`src/rtl/pwbox_pkg.sv`:
```
`default_nettype none
// ============================================================================
// pwbox_pkg : shared constants and FSM encoding for the password-box front end
// Rev 1.0
// ============================================================================
package pwbox_pkg;

  localparam int DEFAULT_CODE_W = 4;

  // Shared with the password box so both sides agree on the code width.
  localparam logic [DEFAULT_CODE_W-1:0] PASSWORD = 4'b0100;

  localparam logic [4:0] ST_IDLE       = 5'b00001;
  localparam logic [4:0] ST_PRESS_DB   = 5'b00010;
  localparam logic [4:0] ST_PRESSED    = 5'b00100;
  localparam logic [4:0] ST_RELEASE_DB = 5'b01000;
  localparam logic [4:0] ST_HOLDOFF    = 5'b10000;

  typedef enum logic [4:0] {
    S_IDLE       = ST_IDLE,
    S_PRESS_DB   = ST_PRESS_DB,
    S_PRESSED    = ST_PRESSED,
    S_RELEASE_DB = ST_RELEASE_DB,
    S_HOLDOFF    = ST_HOLDOFF
  } fsm_state_t;

endpackage
`default_nettype wire

```
`src/rtl/sync2.sv`:
```
`default_nettype none
// ============================================================================
// sync2 : parameterized-width two-flop synchronizer with configurable reset value
// Rev 1.0
// ============================================================================
module sync2 #(
  parameter int             W       = 1,
  parameter logic [W-1:0]   RST_VAL = '0
) (
  input  logic         clk,
  input  logic         rst,
  input  logic [W-1:0] d,
  output logic [W-1:0] q
);

  logic [W-1:0] meta;

  always_ff @(posedge clk) begin
    if (rst) begin
      meta <= RST_VAL;
      q    <= RST_VAL;
    end else begin
      meta <= d;
      q    <= meta;
    end
  end

endmodule
`default_nettype wire

```
`src/rtl/confirm_entry_frontend.sv`:
```
`default_nettype none
// ============================================================================
// confirm_entry_frontend : synchronizes/debounces the confirm button and
// latches the switch code per accepted press. Optional CONFIRM_HOLDOFF_EN
// adds a post-release guard interval. Rev 1.0
// ============================================================================
module confirm_entry_frontend
  import pwbox_pkg::*;
#(
  parameter int CLK_HZ      = 12_000_000,
  parameter int DEBOUNCE_MS = 20,
  parameter int HOLDOFF_MS  = 200,
  parameter int CODE_W      = DEFAULT_CODE_W
) (
  input  logic              sys_clk,
  input  logic              sys_rst,
  input  logic              confirm_raw_n,
  input  logic [CODE_W-1:0] cin_raw,
  output logic              confirm,
  output logic [CODE_W-1:0] cin,
  output logic              code_valid,
  output logic              busy
);

  localparam int DB_CYC  = CLK_HZ / 1000 * DEBOUNCE_MS;
  localparam int HO_CYC  = CLK_HZ / 1000 * HOLDOFF_MS;
  localparam int CNT_MAX = (DB_CYC > HO_CYC) ? DB_CYC : HO_CYC;
  localparam int CNT_W   = $clog2(CNT_MAX + 1);

  localparam logic [CNT_W-1:0] DB_LAST = CNT_W'(DB_CYC - 1);
`ifdef CONFIRM_HOLDOFF_EN
  localparam logic [CNT_W-1:0] HO_LAST = CNT_W'(HO_CYC - 1);
`endif

  logic              btn_s;
  logic [CODE_W-1:0] sw_s;

  // Button idles high, so its synchronizer resets to 1 to avoid a false press.
  sync2 #(.W(1), .RST_VAL(1'b1)) u_sync_btn (
    .clk (sys_clk),
    .rst (sys_rst),
    .d   (confirm_raw_n),
    .q   (btn_s)
  );

  sync2 #(.W(CODE_W), .RST_VAL('0)) u_sync_sw (
    .clk (sys_clk),
    .rst (sys_rst),
    .d   (cin_raw),
    .q   (sw_s)
  );

  fsm_state_t        state, state_nxt;
  logic [CNT_W-1:0]  cnt, cnt_nxt;
  logic              confirm_nxt;
  logic [CODE_W-1:0] cin_nxt;
  logic              code_valid_nxt;

  always_ff @(posedge sys_clk) begin
    if (sys_rst) begin
      state      <= S_IDLE;
      cnt        <= '0;
      confirm    <= 1'b1;
      cin        <= '0;
      code_valid <= 1'b0;
    end else begin
      state      <= state_nxt;
      cnt        <= cnt_nxt;
      confirm    <= confirm_nxt;
      cin        <= cin_nxt;
      code_valid <= code_valid_nxt;
    end
  end

  always_comb begin
    state_nxt      = state;
    cnt_nxt        = cnt;
    confirm_nxt    = confirm;
    cin_nxt        = cin;
    code_valid_nxt = 1'b0;
    case (state)
      S_IDLE: begin
        if (!btn_s) begin
          state_nxt = S_PRESS_DB;
          cnt_nxt   = '0;
        end
      end
      S_PRESS_DB: begin
        if (btn_s) begin
          state_nxt = S_IDLE;
        end else if (cnt == DB_LAST) begin
          state_nxt      = S_PRESSED;
          confirm_nxt    = 1'b0;
          cin_nxt        = sw_s;
          code_valid_nxt = 1'b1;
        end else begin
          cnt_nxt = cnt + CNT_W'(1);
        end
      end
      S_PRESSED: begin
        if (btn_s) begin
          state_nxt = S_RELEASE_DB;
          cnt_nxt   = '0;
        end
      end
      S_RELEASE_DB: begin
        if (!btn_s) begin
          state_nxt = S_PRESSED;
        end else if (cnt == DB_LAST) begin
          confirm_nxt = 1'b1;
`ifdef CONFIRM_HOLDOFF_EN
          state_nxt   = S_HOLDOFF;
          cnt_nxt     = '0;
`else
          state_nxt   = S_IDLE;
`endif
        end else begin
          cnt_nxt = cnt + CNT_W'(1);
        end
      end
`ifdef CONFIRM_HOLDOFF_EN
      // Button level is deliberately ignored until the guard interval expires.
      S_HOLDOFF: begin
        if (cnt == HO_LAST) begin
          state_nxt = S_IDLE;
        end else begin
          cnt_nxt = cnt + CNT_W'(1);
        end
      end
`endif
      default: begin
        state_nxt = S_IDLE;
      end
    endcase
  end

  assign busy = (state != S_IDLE);

endmodule
`default_nettype wire

```
`config.mk`:
```
export PLATFORM = sky130hd
export DESIGN_NAME = confirm_entry_frontend
export DESIGN_NICKNAME = d
export VERILOG_FILES = /design/src/rtl/pwbox_pkg.sv /design/src/rtl/sync2.sv /design/src/rtl/confirm_entry_frontend.sv
export SDC_FILE = /design/constraint.sdc
export NUM_CORES = 1
export LEC_CHECK = 0
export ABC_AREA = 1
export CORE_ASPECT_RATIO = 1.1
export CORE_UTILIZATION = 40
export CTS_CLUSTER_DIAMETER = 150
export CTS_CLUSTER_SIZE = 20
export DETAILED_ROUTE_END_ITERATION = 10
export GPL_ROUTABILITY_DRIVEN = 1
export HOLD_SLACK_MARGIN = 0.12
export PLACE_DENSITY = 0.61
export SYNTH_ARGS = -nofsm -noshare
export SYNTH_HDL_FRONTEND = slang
export SYNTH_SLANG_ARGS = --single-unit
```
`constraint.sdc`:
```
create_clock -name sys_clk -period 3.4 [get_ports sys_clk]
set_clock_uncertainty 0.1 [all_clocks]
set_input_delay 0.51 -clock sys_clk [delete_from_list [all_inputs] [get_ports sys_clk]]
set_output_delay 0.51 -clock sys_clk [all_outputs]
set_load 0.01 [all_outputs]
```
==> flow_summary.json <==
{
  "core_area_um2": 5430,
  "critical_path.startpoint_type": "flop",
  "place_hpwl_mm": 3.35,
  "rrSetupSlack_ns": 1.35,
  "fmaxAchievable_mhz": 488,
  "ant_nets": 0,
  "clock-sinks": 42,
  "period_share_pct": 60.3,
  "endpoint": "busy",
  "cts_tree": "yes",
  "grt_pass1_vias": 1878,
  "ys_ff_latch": 42,
  "grt_max_degree": 31,
  "netlist_area_um2": 2260,
  "yosys-top-cells-area": "dfxtp_1 (37%), nand2_1 (17%), nor2_1 (11%), nand3_1 (7.1%), inv_1 (6.6%)",
  "cp.required_ns": 2.79,
  "seqPwrFrac_pct": 35.3,
  "drc_errors": 0,
  "intPower_w": 0.000998,
  "drt-initial-drc-count": 120,
  "power_w": 0.00163,
  "synth_seq_area_share_pct": 37.1,
  "grt_setup_unrepaired": "false",
  "path_cells": "nor2_2 -> nand3_1 -> clkdlybuf4s50_1",
  "ys.flop_type": "dfxtp_1",
  "cts_setup_buffers": 0,
  "stdcell_area_um2": 2570,
  "routedWlPerCell_um": 11.0,
  "syn_nets": 365,
  "grt-ovfl-total": 0,
  "swShare_pct": 38.7,
  "grt_pass1_wl_mm": 8.37,
  "power.density_nw_per_um2": 634,
  "min_period_ns": 2.05,
  "report.final.setup_viol": 0,
  "cts-resized-gates": 0,
  "synthArstFlopShare_pct": 0,
  "n_fill_cell": 569,
  "worst_setup_path_end_kind": "primary output",
  "p_switching_w": 0.000629,
  "startpoint": "state[2]$_SDFFE_PP0P_",
  "vias": 2109,
  "worstSetupPathType": "reg2out",
  "wl_mm": 4.89,
  "instances_no_fill": 444,
  "grt_usage_pct": 18.0,
  "slew_viol_final": 0,
  "ff2ff_path_depth": 9,
  "start_util_pct": 41.7,
  "die_w_um": 73.7,
  "hold_class": "reg2reg",
  "critPathMaxStageDelay_ns": 0.56,
  "critPathSlowestCell": "clkdlybuf4s50_1",
  "holdBufCountCts": 0,
  "nets": 376,
  "multiInputGateArea_um2": 1190,
  "layout-drive-gt1-share_pct": 7.59,
  "root_buffer": "clkbuf_8",
  "cp_max_fo": 5,
  "r2r-end": "cnt[21]$_SDFFE_PP0P_",
  "insertion_delay_ns": 0.30,
  "fin_util_pct": 47.3,
  "synth_most_common_cell": "nand2_1",
  "syn2layout_area_growth_pct": 13.3,
  "gp_congestion": 0.808,
  "numCtsBuffers": 5,
  "seqCellArea_um2": 841,
  "ios": 14,
  "placementRows": 28,
  "combPwrFrac_pct": 35.4,
  "place_area_um2": 2430,
  "die_y_um": 80.9,
  "ctsHtreeMaxLevel": 2,
  "ir_drop_uv": 497,
  "avgSynthCellArea_um2": 6.34,
  "port_buffers": 13,
  "path_clk_slew_ns": 0.09,
  "synth_cell_type_count": 30,
  "yosys_warnings": 0,
  "worst_slew_pin_slew_ns": 0.640,
  "outcome": "complete, no violations",
  "drt-pass1-iter-count": 4,
  "viasPerCell": 4.75,
  "n_antenna_cell": 0,
  "yosys.area.top_type": "dfxtp_1",
  "dieArea_um2": 5970,
  "leakage_nw": 1.04,
  "antenna_found_initial": 0,
  "clock_power_share_pct": 29.3,
  "crit_arrival_ns": 1.44,
  "setup_tns_ns": 0,
  "dp.cells": 436,
  "slew_headroom_pct": 57.3,
  "hold_viol": 0,
  "synthCells": 357,
  "synth_commonest_cells": "nand2_1 (100), nor2_1 (68), dfxtp_1 (42), inv_1 (40), nand3_1 (32)",
  "r2r-start": "cnt[0]$_SDFFE_PP0P_",
  "synth_top_area_share_pct": 37.1,
  "max-cap-violations": 0,
  "synth_edf_count": 0,
  "cts_buffer_depth": 2
}
## cell families after synthesis
kind of cell	count (synthesis)	share of synthesized area (%)
AOI/OAI and AO/OA	31	7.13
xor gates and xnor gates	3	1.16
adders and majority gates	1	0.552
buffers and inverters	53	10.1
DFF	42	37.1
and+or+nand+nor	227	43.9
## cell type report
cell class / count / share of cell area [%]
repair buffers: 14 / 5.36
clock buffers: 5 / 2.68
clock inverters: 3 / 2.68
multi-input cells: 262 / 46.6
flip-flops and latches: 42 / 32.8
inverters: 43 / 6.29
well taps: 75 / 3.66
## flip-flops by register name (all words and copies together), names as in the netlist, 4 cells and up
| register | flops |
|---|---|
| cin | 4 |
| cnt | 22 |
| state | 4 |
| u_sync_sw.meta | 4 |
| u_sync_sw.q | 4 |
## how the worst min path moves through the flow
stage	to	from	depth (start not counted)
after CTS	u_sync_sw.q[2]$_SDFF_PP0_	u_sync_sw.meta[2]$_SDFF_PP0_	2
after floorplan	u_sync_sw.q[0]$_SDFF_PP0_	u_sync_sw.meta[0]$_SDFF_PP0_	2
final	u_sync_sw.q[3]$_SDFF_PP0_	u_sync_sw.meta[3]$_SDFF_PP0_	2
after global placement	u_sync_sw.q[2]$_SDFF_PP0_	u_sync_sw.meta[2]$_SDFF_PP0_	2
after detailed placement	u_sync_sw.q[2]$_SDFF_PP0_	u_sync_sw.meta[2]$_SDFF_PP0_	2
after global routing	u_sync_sw.q[2]$_SDFF_PP0_	u_sync_sw.meta[2]$_SDFF_PP0_	2
## cell usage in the layout (no fill, tap or decap), types with 5 or more instances in the layout
cell type / synthesis / layout
a21oi_1: 19 / 19
o21ai_0: 9 / 9
nand2_1: 100 / 100
clkbuf_8: 0 / 5
nand3_1: 32 / 32
dfxtp_1: 42 / 42
nor2_2: 6 / 6
clkdlybuf4s50_1: 0 / 13
inv_1: 40 / 40
nor2_1: 68 / 68
nand4_1: 7 / 7
## critical path: cells and delay by family, from the launching register on
family	cells	cell delay, ns
DFF	1	0.42
and+or+nand+nor	2	0.16
buffers and inverters	1	0.56
## metal layers
| metal | wire (um) | share of wire [%] | global-route usage (%) |
|---|---|---|---|
| met5 | 0 | 0 | 0 |
| met4 | 57 | 1.2 | 5.58 |
| met3 | 136 | 2.8 | 3.72 |
| met2 | 2180 | 45 | 30.6 |
| met1 | 2520 | 51 | 22.5 |
## power groups by stage
| stage | registers (W) | logic [W] | clock network, W |
|---|---|---|---|
| floorplan | 0.000575 | 0.000532 | 0 |
| global placement | 0.000584 | 0.000579 | 0 |
| detailed placement | 0.000586 | 0.000579 | 0 |
| CTS | 0.000574 | 0.000582 | 0.000488 |
| global route | 0.000582 | 0.000667 | 0.000506 |
| finish | 0.000574 | 0.000577 | 0.000476 |
## through the flow
step	hold slack (ns)	setup WS (ns)
after floorplan	0.288	1.77
after global placement	0.289	1.30
after detailed placement	0.295	1.24
after CTS	0.307	1.33
after global routing	0.322	1.12
final	0.304	1.35
No activity file was read; power rests on OpenSTA's default activity.
